$ cat src/rtl/regfile_scoreboard_pkg.sv
// Shared register-file constants used by the scoreboard, decode and hazard logic.
package regfile_scoreboard_pkg;

  localparam int unsigned DefaultXlen  = 32;
  localparam int unsigned DefaultNregs = 32;
  localparam int unsigned DefaultNrd   = 2;

  // Index width of the default architectural register file.
  localparam int unsigned RegAw = $clog2(DefaultNregs);

  // Register that reads as zero when the hard-wired-zero option is enabled.
  localparam int unsigned ZeroReg = 0;

  typedef logic [RegAw-1:0] reg_idx_t;

endpackage

$ cat src/rtl/regfile_scoreboard_if.sv
// Read, writeback, reserve and flush signals between the pipeline and the register file.
interface regfile_scoreboard_if
  import regfile_scoreboard_pkg::*;
#(
  parameter int unsigned XLEN  = DefaultXlen,
  parameter int unsigned NREGS = DefaultNregs,
  parameter int unsigned NRD   = DefaultNrd
);
  localparam int unsigned AW = $clog2(NREGS);
  localparam int unsigned CW = $clog2(NREGS + 1);

  logic [NRD*AW-1:0]   rd_addr;
  logic [NRD*XLEN-1:0] rd_data;
  logic [NRD-1:0]      rd_busy;
  logic                wr_en;
  logic [AW-1:0]       wr_addr;
  logic [XLEN-1:0]     wr_data;
  logic                rsv_en;
  logic [AW-1:0]       rsv_addr;
  logic                rsv_ready;
  logic                flush;
  logic [CW-1:0]       busy_count;

  modport master (
    output rd_addr, wr_en, wr_addr, wr_data, rsv_en, rsv_addr, flush,
    input  rd_data, rd_busy, rsv_ready, busy_count
  );

  modport slave (
    input  rd_addr, wr_en, wr_addr, wr_data, rsv_en, rsv_addr, flush,
    output rd_data, rd_busy, rsv_ready, busy_count
  );

endinterface

$ cat src/rtl/regfile_scoreboard_popcount.sv
// Combinational population count of a bit vector.
module regfile_scoreboard_popcount #(
  parameter int unsigned Width = 32,
  parameter int unsigned CntW  = $clog2(Width + 1)
) (
  input  logic [Width-1:0] bits_i,
  output logic [CntW-1:0]  count_o
);

  always_comb begin
    count_o = '0;
    for (int i = 0; i < int'(Width); i++) begin
      count_o = count_o + CntW'(bits_i[i]);
    end
  end

endmodule

$ cat src/rtl/regfile_scoreboard.sv
// Multi-read-port register file with per-register busy scoreboard and optional
// writeback-to-read bypass.
module regfile_scoreboard
  import regfile_scoreboard_pkg::*;
#(
  parameter int unsigned XLEN    = DefaultXlen,
  parameter int unsigned NREGS   = DefaultNregs,
  parameter int unsigned NRD     = DefaultNrd,
  parameter int unsigned BYPASS  = 1,
  parameter int unsigned ZERO_X0 = 1
) (
  input logic               clk,
  input logic               reset,
  regfile_scoreboard_if.slave bus
);

  localparam int unsigned AW = $clog2(NREGS);
  localparam int unsigned CW = $clog2(NREGS + 1);

  logic [XLEN-1:0]     mem_q [NREGS];
  logic [NREGS-1:0]    busy_q, busy_d;
  logic [CW-1:0]       busy_count_q, busy_count_d;
  logic                wr_live, rsv_x0, rsv_ready, rsv_take;
  logic [NRD*XLEN-1:0] rd_data;
  logic [NRD-1:0]      rd_busy;

  function automatic logic is_x0(input logic [AW-1:0] addr);
    return (ZERO_X0 != 0) && (addr == AW'(ZeroReg));
  endfunction

  assign wr_live = reset & bus.wr_en & ~is_x0(bus.wr_addr);
  assign rsv_x0  = is_x0(bus.rsv_addr);

  // A writeback to the requested register frees it this cycle, so the new
  // producer may take it over on the same edge.
  assign rsv_ready = reset & ~bus.flush &
                     (rsv_x0 | ~busy_q[bus.rsv_addr] |
                      (bus.wr_en & (bus.wr_addr == bus.rsv_addr)));
  assign rsv_take  = bus.rsv_en & rsv_ready & ~rsv_x0;

  always_comb begin
    busy_d = busy_q;
    if (wr_live) busy_d[bus.wr_addr] = 1'b0;
    // Set after clear: a same-address reserve replaces the retiring producer.
    if (rsv_take) busy_d[bus.rsv_addr] = 1'b1;
    if (bus.flush) busy_d = '0;
  end

  regfile_scoreboard_popcount #(
    .Width (NREGS),
    .CntW  (CW)
  ) u_popcount (
    .bits_i  (busy_d),
    .count_o (busy_count_d)
  );

  always_ff @(posedge clk) begin
    if (!reset) begin
      busy_q       <= '0;
      busy_count_q <= '0;
    end else begin
      busy_q       <= busy_d;
      busy_count_q <= busy_count_d;
    end
  end

  always_ff @(posedge clk) begin
    if (!reset) begin
      for (int i = 0; i < int'(NREGS); i++) mem_q[i] <= '0;
    end else if (wr_live) begin
      mem_q[bus.wr_addr] <= bus.wr_data;
    end
  end

  always_comb begin
    logic [AW-1:0] addr;
    rd_data = '0;
    rd_busy = '0;
    addr    = '0;
    for (int k = 0; k < int'(NRD); k++) begin
      addr = bus.rd_addr[k*AW +: AW];
      if (is_x0(addr)) begin
        rd_data[k*XLEN +: XLEN] = '0;
        rd_busy[k]              = 1'b0;
      end else if ((BYPASS != 0) && wr_live && (bus.wr_addr == addr)) begin
        rd_data[k*XLEN +: XLEN] = bus.wr_data;
        rd_busy[k]              = 1'b0;
      end else begin
        rd_data[k*XLEN +: XLEN] = mem_q[addr];
        rd_busy[k]              = busy_q[addr];
      end
    end
  end

  assign bus.rd_data    = rd_data;
  assign bus.rd_busy    = rd_busy;
  assign bus.rsv_ready  = rsv_ready;
  assign bus.busy_count = busy_count_q;

endmodule
$ cat src/flat_wrapper.sv
// flat-port wrapper written by rule: the top's interface ports become plain ports
module regfile_scoreboard_flat import regfile_scoreboard_pkg::*;
#(
  parameter int unsigned XLEN    = DefaultXlen,
  parameter int unsigned NREGS   = DefaultNregs,
  parameter int unsigned NRD     = DefaultNrd,
  parameter int unsigned BYPASS  = 1,
  parameter int unsigned ZERO_X0 = 1
)
  (clk, reset, bus_rd_addr, bus_wr_en, bus_wr_addr, bus_wr_data, bus_rsv_en, bus_rsv_addr, bus_flush, bus_rd_data, bus_rd_busy, bus_rsv_ready, bus_busy_count);
  regfile_scoreboard_if #(.XLEN(XLEN), .NREGS(NREGS), .NRD(NRD)) bus_i ();
  input logic clk;
  input logic reset;
  input wire logic [$bits(bus_i.rd_addr)-1:0] bus_rd_addr;
  input wire logic [$bits(bus_i.wr_en)-1:0] bus_wr_en;
  input wire logic [$bits(bus_i.wr_addr)-1:0] bus_wr_addr;
  input wire logic [$bits(bus_i.wr_data)-1:0] bus_wr_data;
  input wire logic [$bits(bus_i.rsv_en)-1:0] bus_rsv_en;
  input wire logic [$bits(bus_i.rsv_addr)-1:0] bus_rsv_addr;
  input wire logic [$bits(bus_i.flush)-1:0] bus_flush;
  output wire logic [$bits(bus_i.rd_data)-1:0] bus_rd_data;
  output wire logic [$bits(bus_i.rd_busy)-1:0] bus_rd_busy;
  output wire logic [$bits(bus_i.rsv_ready)-1:0] bus_rsv_ready;
  output wire logic [$bits(bus_i.busy_count)-1:0] bus_busy_count;
  assign bus_i.rd_addr = bus_rd_addr;
  assign bus_i.wr_en = bus_wr_en;
  assign bus_i.wr_addr = bus_wr_addr;
  assign bus_i.wr_data = bus_wr_data;
  assign bus_i.rsv_en = bus_rsv_en;
  assign bus_i.rsv_addr = bus_rsv_addr;
  assign bus_i.flush = bus_flush;
  assign bus_rd_data = bus_i.rd_data;
  assign bus_rd_busy = bus_i.rd_busy;
  assign bus_rsv_ready = bus_i.rsv_ready;
  assign bus_busy_count = bus_i.busy_count;
  regfile_scoreboard #(.XLEN(XLEN), .NREGS(NREGS), .NRD(NRD), .BYPASS(BYPASS), .ZERO_X0(ZERO_X0)) u_core (.clk(clk), .reset(reset), .bus(bus_i));
endmodule
$ cat config.mk
export PLATFORM = sky130hd
export DESIGN_NAME = regfile_scoreboard_flat
export DESIGN_NICKNAME = d
export VERILOG_FILES = /design/src/rtl/regfile_scoreboard_pkg.sv /design/src/rtl/regfile_scoreboard_if.sv /design/src/rtl/regfile_scoreboard_popcount.sv /design/src/rtl/regfile_scoreboard.sv /design/src/flat_wrapper.sv
export SDC_FILE = /design/constraint.sdc
export NUM_CORES = 2
export LEC_CHECK = 0
export CAP_MARGIN = 20
export CORE_ASPECT_RATIO = 2
export CORE_MARGIN = 2
export CORE_UTILIZATION = 35
export DETAILED_ROUTE_END_ITERATION = 10
export PLACE_DENSITY = 0.59
export SYNTH_ARGS = -nofsm -noshare
export SYNTH_HDL_FRONTEND = slang
export SYNTH_HIERARCHICAL = 1
export SYNTH_SLANG_ARGS = --single-unit
$ cat constraint.sdc
create_clock -name clk -period 13.76 [get_ports clk]
set_input_delay 2.064 -clock clk [delete_from_list [all_inputs] [get_ports clk]]
set_output_delay 2.064 -clock clk [all_outputs]
set_load 0.02 [all_outputs]
**Word level (Yosys, flattened, before mapping)**

Memories as Yosys holds them, arrays and structs flattened.
Index checks and enable logic that the tools add are counted.
W data, S select, Z words.

- Add/sub/neg operators: 31
- $lt $le $gt $ge: 6
- Equality and inequality tests: 3
- Muxes and demuxes: 28
- Bitwise operators: 16
- Reductions and logical operators: 9

Operators with widths:

| operator | count |
|---|---|
| $mux W32 | 8 |
| $add A6 B1 Y6 | 26 |
| $and A32 B32 Y32 | 1 |
| $not A32 Y32 | 1 |
| $or A32 B32 Y32 | 1 |
| $reduce_or A32 Y1 | 1 |
| $lt A5 B6 Y1 const B | 4 |
| $logic_not A5 Y1 | 4 |
| $bmux W1 S5 | 3 |
| $eq A5 B5 Y1 | 3 |
| $mux W1 | 14 |
| $demux W1 S5 | 2 |
| $ge A5 B1 Y1 const B | 2 |
| $and A1 B1 Y1 | 7 |
| $add A5 B1 Y6 | 1 |
| $add A4 B1 Y5 | 1 |
| $mux W5 | 1 |
| $add A3 B1 Y4 | 1 |
| $logic_and A1 B1 Y1 | 4 |
| $not A1 Y1 | 4 |
| $add A2 B1 Y3 | 1 |
| $add A1 B1 Y2 | 1 |
| $or A1 B1 Y1 | 2 |

- Register bits: 38
- RAM bits: 1024
- Memories: 1

Memories:

| memory | depth | bits a word | rd ports | clocked after Yosys merged registers in | write ports | RTL line | source |
|---|---|---|---|---|---|---|---|
| u_core.mem_q | 32 | 32 | 2 | 0 | 32 | regfile_scoreboard.sv:20 | `logic [XLEN-1:0] mem_q [NREGS];` |

**Longest topological paths before layout**

- Depth in word-level cells: 41
- Mapped depth: 25
- Mapped depth without buffers: 22

**Cells and area by module**

Netlist, hierarchy kept.

Modules (own cells, without submodules):

| module | instances | cells each | area each (um2) |
|---|---|---|---|
| regfile_scoreboard | 1 | 4007 | 57291.2 |
| regfile_scoreboard_popcount | 1 | 94 | 842.1 |

**Worst setup path before layout**

OpenSTA, ideal clock, no wires.

- Path type: in2reg
- Start point: input port bus_rsv_addr[0]
- End point: register u_core.busy_count_q[4] (netlist: u_core/bus.busy_count[4])
- Setup time: 0.115 ns
- Arrival: 7.817 ns
- Data required time: 13.645 ns
- Setup slack: 5.828 ns
- Cell stages on the path: 24
- Path buffers: 2
- Cell sequence: buf_1 mux2i_1 o22ai_1 nor4_1 o211ai_1 buf_2 o22ai_1 inv_1 fa_1 fa_1 inv_1 fa_1 inv_1 fa_1 fa_1 fa_1 inv_1 ha_1 inv_1 fa_1 nand2b_1 a21oi_1 xor2_1 and2_1

- Elaborated cells on any way between the ends: 51

RTL lines:

| item | RTL line | source |
|---|---|---|
| from (decl) | flat_wrapper.sv:19 | `input wire logic [$bits(bus_i.rsv_addr)-1:0] bus_rsv_addr;` |
| $bmux W1 S5 | regfile_scoreboard.sv:37 | `(rsv_x0 \| ~busy_q[bus.rsv_addr] \|` |
| $mux W1 (implied by the code) | regfile_scoreboard.sv:37 |  |
| $not A1 Y1 | regfile_scoreboard.sv:37 |  |
| $or A1 B1 Y1 (2 in a row) | regfile_scoreboard.sv:37 |  |
| $and A1 B1 Y1 | regfile_scoreboard.sv:36 | `assign rsv_ready = reset & ~bus.flush &` |
| $and A1 B1 Y1 (2 in a row) | regfile_scoreboard.sv:39 | `assign rsv_take = bus.rsv_en & rsv_ready & ~rsv_x0;` |
| $mux W32 (*) | regfile_scoreboard.sv:45 | `if (rsv_take) busy_d[bus.rsv_addr] = 1'b1;` |
| $mux W32 (*) | regfile_scoreboard.sv:46 | `if (bus.flush) busy_d = '0;` |
| net u_core.busy_d[28] | regfile_scoreboard.sv:21 | `logic [NREGS-1:0] busy_q, busy_d;` |
| $add A6 B1 Y6 (*) (4 in a row) | regfile_scoreboard_popcount.sv:13 | `count_o = count_o + CntW'(bits_i[i]);` |
| net u_core.busy_count_d[4] | regfile_scoreboard.sv:22 | `logic [CW-1:0] busy_count_q, busy_count_d;` |
| to (signal assigned) | regfile_scoreboard.sv:63 | `busy_count_q <= busy_count_d;` |
| to (decl) | regfile_scoreboard.sv:22 |  |

The timed path passes the listed nets; every way through them passes the cells marked *. The select of a mux whose other input is x is not followed.
A chain may end at the register's enable or synchronous reset.

**Worst setup path in the final report**

- Start point: input port bus_rd_addr[0]
- End point: output port bus_rd_busy[0]

- Longest elaborated chain between the ends: 4
- Elaborated cells on any way between the ends: 7

RTL lines:

| item | RTL line | source |
|---|---|---|
| from (decl) | flat_wrapper.sv:14 | `input wire logic [$bits(bus_i.rd_addr)-1:0] bus_rd_addr;` |
| $bmux W1 S5 or $eq A5 B5 Y1 (tied branches) | regfile_scoreboard.sv:90, regfile_scoreboard.sv:85 |  |
| $mux W1 (implied by the code) or $logic_and A1 B1 Y1 (tied branches) | regfile_scoreboard.sv:90, regfile_scoreboard.sv:85 |  |
| $mux W1 | regfile_scoreboard.sv:85 | `end else if ((BYPASS != 0) && wr_live && (bus.wr_addr == addr)) begin` |
| $mux W1 (*) | regfile_scoreboard.sv:82 | `if (is_x0(addr)) begin` |
| to (decl) | flat_wrapper.sv:22 | `output wire logic [$bits(bus_i.rd_busy)-1:0] bus_rd_busy;` |

Every way passes the cells marked *; elsewhere a longest branch is shown, timed or not. The select of a mux whose other input is x is not followed.

==> metrics.txt <==
# Max-Cap Violations=0; Clock Tree Buf Depth=3; Yosys warnings=6; GRT Util Overall=0.272; hold buffer count at cts=0; DP HPWL=139 mm; ANT nets after route=0; TNS Setup=0 ns; Most used DFF post-synth=edfxtp_1; Rel. slew slack=0.158; total global routing overflow=0; Resize count post-CTS=0; Fill cells=15100; initial antenna violation count=25; count leader, synth=edfxtp_1; Worst-Margin Slew=1.26 ns; area of the multi-input gates=25000 µm²; final worst path period need=8.67 ns; Post-Synth Adder-Cell Area=0.00999; DR WL/cell=37.2 µm; crit share post-route=0.630; Post-Syn Instances=4101; WL final=233 mm; Initial Util=0.352; ratio of cells with drive above 1 in the final layout=0.214; Placed Area=61800 µm²; Reg-to-Reg Start=u_core/busy_q[18]; clk_lat worst skew=0.72 ns; Slew Viols, Final=0; Nets=4135; f_max=115 MHz; CP Capture Type=primary output; simple-gate share of the synthesized area=0.135; largest family of logic cells by synthesized area=multiplexers; Post-CTS Setup Bufs=0; Avg Vias per Cell=6.38; Area Growth Syn to Fin=11.9%; RSZ-0062 raised after global routing=no; first-pass GRT wire length=322 mm; total power=7670 µW; top cell type's share of synthesized area=0.528; CTS sink count=1061; clk root buf=clkbuf_16; TritonCTS clock tree=yes; # DRC=0; leakage=0.0226 µW; io pins=130; xor/xnor cell area share of the yosys netlist=0.00256; IO Port Bufs=129; status=finished, final reports clean; Post-synth EDFFs=1023; critical path startpoint=bus_rd_addr[0]; reg-to-reg critical path endpoint=u_core/bus.busy_count[4]; Peak VDD IR=0.0000917 V; Final Hold Violating Endpoints=0; die area=170000 µm²; vias in the first global route=41200; setup ws final=5.09 ns; H-tree levels=3; compound-gate portion of the synthesized area=0.0582; crit-path max FO=47; reg2reg path depth=20; Syn Area/Cell=14.2 µm²; chip height=580 µm; Post-synth top cells=1023 x edfxtp_1, 788 x and2_1, 458 x mux4_2; async set or reset register ratio after synthesis=0; CP required=11.70 ns; Min-Delay Path Class=reg2reg; post-synthesis sequential area ratio=0.542; Mapped Area=58100 µm²; crit path kind=in2out; flop2flop setup slack=7.48 ns; Critical Path Source Type=input port; number of distinct library cells after synthesis=70; multiplexer area fraction after synthesis=0.214; drt pass-1 iters=6; clk slew on worst S/H paths=0.06 ns; chip width=292 µm; Area contributors post-synth=edfxtp_1 53%, mux4_2 18%, and2_1 8.5%; Vias=40000; largest net degree at the start of global routing=118; register area=31500 µm²; Initial DRC Count=4825; post-synth top area cell=edfxtp_1; pre-CTS WS=4.41 ns; fin area=65100 µm²; Core Area=165000 µm²; Routability Congestion=0.915; CP endpoint=bus_rd_busy[0]; skew final=0.0106 ns; CTS Buf Count=92; Setup violations, final=0; Power Dens Cells=118 nW/µm²; site row count=211; WP data arrival=6.61 ns; #FFs+latches synth=1061
## logic make-up after synthesis
group / Yosys count
DFF: 1061
AOI/OAI and AO/OA: 476
adders and majority gates: 32
and+or+nand+nor: 1325
buffers and inverters: 521
other: 1
xor gates and xnor gates: 17
muxes: 668
## metal layers
layer | track usage | share of wire | up-vias
met3 | 0.0463 | 0.085 | 966
met2 | 0.469 | 0.50 | 2652
met5 | 0 | 0.00048 | -
li1 | - | - | 15700
met4 | 0.213 | 0.088 | 20
met1 | 0.295 | 0.32 | 20700
## power breakdown
group          switching, µW  internal, µW
sequential              83.6          3710
clock                   1290          1510
combinational            656           415
total                   2030          5640
## metrics by stage
| stage | cells | hold slack [ns] | utilization |
|---|---|---|---|
| after global placement | 6077 | 0.488 | 0.375 |
| after detailed placement | 6077 | 0.483 | 0.375 |
| final | 6270 | 0.504 | 0.394 |
| after global routing | 6256 | 0.513 | 0.394 |
| after floorplan | 4131 | 0.444 | - |
| after CTS | 6249 | 0.499 | 0.394 |
## worst max-delay path: stages
cell             delay (ns)
buf_8                  0.41
buf_4                  0.72
buf_4                  0.71
mux2i_1                0.81
mux4_2                 0.40
mux2i_1                0.07
nor2_1                 0.54
clkdlybuf4s50_1        0.75
## final cells by class
cell class	instances	share of cell area
multi-input cells	2549	0.385
clock buffers	107	0.0364
flip-flops and latches	1061	0.484
inverters	61	0.00352
clock inverters	65	0.0116
repair buffers	281	0.0385
diodes	16	0.000615
well taps	2130	0.0410
## placed cells by master (no fill, tap or decap), drive strengths merged, types with 37 or more instances in the layout
cell type	instances
nor3	37
edfxtp	1023
clkinv	41
a221oi	94
o21ai	105
nor2	67
a22oi	49
o22ai	71
clkdlybuf4s50	120
mux2i	177
buf	160
and2	788
nand2	120
mux4	458
dfxtp	38
clkbuf	108
and3	214
inv	66
o211ai	38
## worst min-delay path by stage
stage                           startpoint          endpoint  slack, ns  cells past startpoint
after floorplan           u_core/busy_q[0]  u_core/busy_q[0]       0.44                      1
after detailed placement  u_core/busy_q[0]  u_core/busy_q[0]       0.48                      1
final                     u_core/busy_q[0]  u_core/busy_q[0]       0.50                      1
after CTS                 u_core/busy_q[0]  u_core/busy_q[0]       0.50                      1
after global routing      u_core/busy_q[0]  u_core/busy_q[0]       0.51                      1
after global placement    u_core/busy_q[0]  u_core/busy_q[0]       0.49                      1
## flip-flops by register name, indices dropped and copies added (netlist names)
register               count
u_core/bus.busy_count      6
u_core/busy_q             32
u_core/mem_q            1023
Power figures use the tool's default switching activity.
